$ cat src/rtl/alu32_out_stage.sv
// -----------------------------------------------------------------------------
// alu32_out_stage
//
// Registered output stage sitting directly after the 32-bit ALU. The ALU's
// combinational result, opcode and {c,n,z,v} flags are captured into a
// 2-entry skid buffer. The buffer has valid/ready handshakes on both sides, so
// the next stage can stall without any result being lost. The stage also
// counts retired operations and, when built with the sticky feature, ORs the
// flags of every retired operation into a sticky register.
//
// Build option:
//   ALU32_OUT_STICKY_EN  when defined, builds the sticky-flag register.
//                        When undefined, sticky_flags is tied to 0 and
//                        sticky_clr is ignored.
//
// Parameters:
//   CNT_W        width of op_count (default 16)
//
// Ports:
//   clk          in   rising-edge clock, sole clock
//   reset        in   synchronous, active-high reset
//   in_valid     in   ALU result/op/flags valid this cycle
//   in_ready     out  stage can accept (registered: state != FULL)
//   in_op        in   [2:0]  ALU opcode
//   in_result    in   [31:0] ALU result
//   in_flags     in   [3:0]  {c,n,z,v}
//   out_valid    out  head entry valid (registered: state != EMPTY)
//   out_ready    in   consumer accepts head entry
//   out_op       out  [2:0]  head opcode
//   out_result   out  [31:0] head result
//   out_flags    out  [3:0]  head {c,n,z,v}
//   op_count     out  [CNT_W-1:0] output handshakes, wraps silently
//   sticky_clr   in   clear sticky_flags
//   sticky_flags out  [3:0]  OR of retired flags since last clear
//   state_dbg    out  [1:0]  occupancy FSM state (0 EMPTY, 1 ONE, 2 FULL)
//
// Handshake: a transfer happens on a rising edge where valid and ready are
// both high. Once valid is raised the sender holds its payload stable until
// the transfer happens; ready may be raised or dropped at any time.
// On this block both in_ready and out_valid are pure functions of the state
// register, so neither depends combinationally on the opposite side.
// -----------------------------------------------------------------------------
module alu32_out_stage #(
  parameter int CNT_W = 16
) (
  input  logic             clk,
  input  logic             reset,
  input  logic             in_valid,
  output logic             in_ready,
  input  logic [2:0]       in_op,
  input  logic [31:0]      in_result,
  input  logic [3:0]       in_flags,
  output logic             out_valid,
  input  logic             out_ready,
  output logic [2:0]       out_op,
  output logic [31:0]      out_result,
  output logic [3:0]       out_flags,
  output logic [CNT_W-1:0] op_count,
  input  logic             sticky_clr,
  output logic [3:0]       sticky_flags,
  output logic [1:0]       state_dbg
);

  localparam logic [1:0] ST_EMPTY = 2'd0;
  localparam logic [1:0] ST_ONE   = 2'd1;
  localparam logic [1:0] ST_FULL  = 2'd2;

  logic [1:0]  state;
  logic [1:0]  state_nxt;

  // Second entry: only meaningful in FULL, where it holds the word that
  // arrived while the head was stalled.
  logic [2:0]  skid_op;
  logic [31:0] skid_result;
  logic [3:0]  skid_flags;

  logic push;
  logic pop;

  // Load controls for the head and skid registers.
  logic head_from_in;
  logic head_from_skid;
  logic skid_from_in;

  assign in_ready  = (state != ST_FULL);
  assign out_valid = (state != ST_EMPTY);
  assign state_dbg = state;

  assign push = in_valid & in_ready;
  assign pop  = out_valid & out_ready;

  always_comb begin
    state_nxt      = state;
    head_from_in   = 1'b0;
    head_from_skid = 1'b0;
    skid_from_in   = 1'b0;
    case (state)
      ST_EMPTY: begin
        if (push) begin
          state_nxt    = ST_ONE;
          head_from_in = 1'b1;
        end
      end
      ST_ONE: begin
        case ({push, pop})
          2'b10: begin
            state_nxt    = ST_FULL;
            skid_from_in = 1'b1;
          end
          2'b01: begin
            // Head keeps its value so out_* hold while out_valid is low.
            state_nxt = ST_EMPTY;
          end
          2'b11: begin
            // Simultaneous push and pop: the new word replaces the head
            // directly, so there is no bubble.
            head_from_in = 1'b1;
          end
          default: begin
            state_nxt = ST_ONE;
          end
        endcase
      end
      ST_FULL: begin
        if (pop) begin
          state_nxt      = ST_ONE;
          head_from_skid = 1'b1;
        end
      end
      default: begin
        state_nxt = ST_EMPTY;
      end
    endcase
  end

  always_ff @(posedge clk) begin
    if (reset) begin
      state <= ST_EMPTY;
    end else begin
      state <= state_nxt;
    end
  end

  // The head registers drive out_* directly.
  always_ff @(posedge clk) begin
    if (reset) begin
      out_op     <= 3'b0;
      out_result <= 32'b0;
      out_flags  <= 4'b0;
    end else if (head_from_in) begin
      out_op     <= in_op;
      out_result <= in_result;
      out_flags  <= in_flags;
    end else if (head_from_skid) begin
      out_op     <= skid_op;
      out_result <= skid_result;
      out_flags  <= skid_flags;
    end
  end

  always_ff @(posedge clk) begin
    if (reset) begin
      skid_op     <= 3'b0;
      skid_result <= 32'b0;
      skid_flags  <= 4'b0;
    end else if (skid_from_in) begin
      skid_op     <= in_op;
      skid_result <= in_result;
      skid_flags  <= in_flags;
    end
  end

  always_ff @(posedge clk) begin
    if (reset) begin
      op_count <= '0;
    end else if (pop) begin
      op_count <= op_count + CNT_W'(1);
    end
  end

`ifdef ALU32_OUT_STICKY_EN
  // A clear and a pop in the same cycle leave only the popped flags.
  always_ff @(posedge clk) begin
    if (reset) begin
      sticky_flags <= 4'b0;
    end else begin
      sticky_flags <= (sticky_clr ? 4'b0 : sticky_flags) |
                      (pop ? out_flags : 4'b0);
    end
  end
`else
  logic unused_sticky_clr;
  assign unused_sticky_clr = sticky_clr;
  assign sticky_flags      = 4'b0;
`endif

endmodule

$ cat config.mk
export PLATFORM = sky130hd
export DESIGN_NAME = alu32_out_stage
export DESIGN_NICKNAME = d
export VERILOG_FILES = /design/src/rtl/alu32_out_stage.sv
export SDC_FILE = /design/constraint.sdc
export NUM_CORES = 1
export LEC_CHECK = 0
export BUFFER_PORTS_ARGS = -buffer_cell sky130_fd_sc_hd__buf_2
export CAP_MARGIN = 20
export CORE_MARGIN = 2
export CORE_UTILIZATION = 30
export DETAILED_ROUTE_END_ITERATION = 16
export GPL_ROUTABILITY_DRIVEN = 0
export MAX_ROUTING_LAYER = met4
export SETUP_SLACK_MARGIN = 0.05
export SLEW_MARGIN = 20
export SYNTH_ARGS = -nofsm -noshare
export SYNTH_HDL_FRONTEND = slang
export SYNTH_SLANG_ARGS = --single-unit
$ cat constraint.sdc
create_clock -name clk -period 3.6 [get_ports clk]
set_input_delay 0.54 -clock clk [delete_from_list [all_inputs] [get_ports clk]]
set_output_delay 0.54 -clock clk [all_outputs]
set_load 0.02 [all_outputs]
==> metrics.yaml <==
timing:
  finalMaxSlewViolations: 0
  period_needed_ns: 2.043
  finalSetupTns_ns: 0
  setup_viol: 0
  worst_pin_slew_ns: 1.017
  finalWorstSetupSlack_ns: 1.557
  clock_skew_ns: 0.004765
  period_share_pct: 56.74
  finalHoldViolCount: 0
  max_freq_mhz: 489.5
  rsz0062_at_grt: "no"
  relSlewSlack_pct: 32.04
global_route:
  grt_max_degree: 53
  track_usage_pct: 14.87
  overflow: 0
  grt_pass1_vias: 3157
  grt_pass1_wl_mm: 15.06
  antenna_found_initial: 0
setup_path:
  reg2reg_depth: 5
  cp.required_ns: 3.79
  worst_ep_arrival_time_ns: 2.23
  cp_max_fo: 21
  crit_path_end_kind: "register"
  cp-start-kind: "register"
  criticalPathCategory: "reg2reg"
drt:
  wl_per_cell_um: 13.53
  ant_nets: 0
  drc_errors: 0
  drtPass1Iterations: 4
  vias: 3308
  avgViaCountPerCell: 4.879
  wirelength_mm: 9.175
  first_iter_violations: 159
logic_synthesis:
  syn_area_sq_mm: 0.003685
  syn_area_per_cell_sq_um: 8.262
  syn_inst: 446
  synthDistinctLibCells: 36
  synth_seq_cells: 96
  ys.warnings.count: 0
  ys_seq_area_share_pct: 52.16
pwr:
  p_sw_share_pct: 24.22
  p_per_area_mw_per_mm2: 514.8
  seq_power_share_pct: 47.7
  intPower_mw: 1.792
  ir_drop_mv: 0.2595
  clkPwrFrac_pct: 42.2
  switching_power_uw: 572.6
  leakage_nw: 1.847
  combPwrFrac_pct: 10.1
place:
  placed_cell_area_sq_mm: 0.004289
  dp_worst_setup_slack_ns: 1.362
  dp_hpwl_mm: 5.943
  io_buffers: 101
clocking:
  clock-sinks: 96
  cts_buffers: 9
  cts_resized: 0
  htreeDepth: 3
  clk_latency_ns: 0.34
  cts-root-buf: "clkbuf_16"
  tritoncts: "built"
  cts_hold_buf: 0
  cts_setup_buffers: 0
  clockBufferDepth: 2
  path_clk_slew_ns: 0.06
floorplan:
  fp-row-count: 40
  chipHeight_um: 114.8
  initial_utilization_pct: 30.68
  die_w_um: 114.8
  dieArea_sq_mm: 0.01318
  io_pins: 107
  coreArea_sq_mm: 0.01201
finish:
  synthToLayoutAreaGrowth_pct: 24.65
  diodes: 0
  layout-drive-gt1-share_pct: 23.16
  fin_area_sq_mm: 0.004593
  utilization_pct: 38.24
  layout.nets: 572
status:
  status: "completed"
worst_hold_path:
  hold-path-cell-count: 3
  hold_path_class: "in2reg"
flow_run:
  maxCapViolCount: 0
cells in the final DEF (no fill, tap or decap), drive strengths merged, types with 2 or more instances in the layout:
cell	count
a21oi	84
a22oi	39
and4	2
buf	105
bufinv	2
clkbuf	12
conb	4
dfxtp	96
mux2i	2
nand2	125
nand2b	2
nand3	4
nand4	4
nor2	15
nor3	2
o21ai	4
or2	2
or3	3
xnor2	3
xor2	8
cell families after synthesis:
kind of cell	after synthesis	share of synthesized area [%]
XOR/XNOR	11	2.615
multiplexers	2	0.5433
AO/OA/AOI/OAI	131	20.95
adder cells (fa/ha/maj)	1	0.3395
other	1	0.1018
flip-flops	96	52.16
buffers and inverters	38	4.516
AND/OR/NAND/NOR	166	18.78
path summary, 6_finish.rpt:
check | start | endpoint | slack [ns]
worst min register to register | out_op[1] | out_op[1] | 0.45
worst min-delay path | in_result[27] | skid_result[27] | 0.44
worst max-delay path | state_dbg[0] | skid_result[21] | 1.56
worst max register to register | state_dbg[0] | skid_result[21] | 1.56
area by class of cell:
class | instances | area, sq um
fill | 1243 | 7418
sequential | 96 | 1922
multi-input combinational | 315 | 1635
timing repair buffer | 105 | 548.0
clock buffer | 12 | 236.5
tap | 147 | 183.9
clock inverter | 3 | 67.56
critical path, cell delays in order, from the launching register on:
cell and delay, ns:
dfxtp_1 0.50, nor2b_1 0.34, nand2_1 0.48, buf_4 0.40, nand2_1 0.10, a21oi_1 0.06
Yosys cell counts:
cell      number  area share (%)
buf_1          3            0.31
or3_1          3            0.51
nand4_1        4            0.68
or2b_1         1            0.20
clkbuf_2       1            0.14
mux2i_1        2            0.54
nand3_1        4            0.54
or2_1          1            0.17
xor2_1         8             1.9
buf_4          4            0.81
or4_1          1            0.20
o31ai_1        1            0.20
nor2_1        15             1.5
nor3_1         2            0.27
o21ai_2        1            0.24
and3b_1        1            0.24
a211oi_1       1            0.20
or2_2          1            0.17
o22a_1         1            0.24
o2111a_1       1            0.31
nand2_1      125              13
conb_1         1            0.10
and2b_1        1            0.20
ha_1           1            0.34
o21ai_0        3            0.41
and3_1         1            0.17
nor2b_1        1            0.17
nand2b_1       2            0.34
a21oi_1       84              11
nor4_1         1            0.17
buf_2          6            0.81
clkbuf_1      24             2.4
a22oi_1       39             7.9
and4_1         2            0.48
xnor2_1        3            0.71
dfxtp_1       96              52
state kept, by name, summed over array words and instances (netlist names):
signal       count
state_dbg        2
skid_result     32
out_result      32
op_count        16
out_op           3
out_flags        4
skid_flags       4
skid_op          3
layer usage:
| layer | track usage [%] | wire length, um | vias to the layer above | part of all wire (%) |
|---|---|---|---|---|
| met1 | 16.79 | 4046 | 1534 | 44 |
| met2 | 25.29 | 4523 | 84 | 49 |
| met4 | 5.221 | 144 | 0 | 1.6 |
| met5 | - | 0 | - | 0 |
| li1 | - | - | 1677 | - |
| met3 | 4.164 | 461 | 13 | 5.0 |
stage by stage:
step | total power [mW] | instances | hold slack (ns)
finish | 2.364 | 678 | 0.4438
global route | 2.469 | 678 | 0.4310
CTS | 2.395 | 678 | 0.4279
global placement | 1.388 | 663 | 0.4398
floorplan | 1.301 | 449 | 0.4368
detailed placement | 1.394 | 663 | 0.4437
power by group through the flow:
stage	Clock (mW)	Combinational, mW	Sequential (mW)
after global placement	0	0.238	1.15
after global routing	1.07	0.266	1.13
after CTS	1.02	0.243	1.13
after floorplan	0	0.114	1.19
final	0.998	0.238	1.13
after detailed placement	0	0.242	1.15
Power figures use the tool's default switching activity.
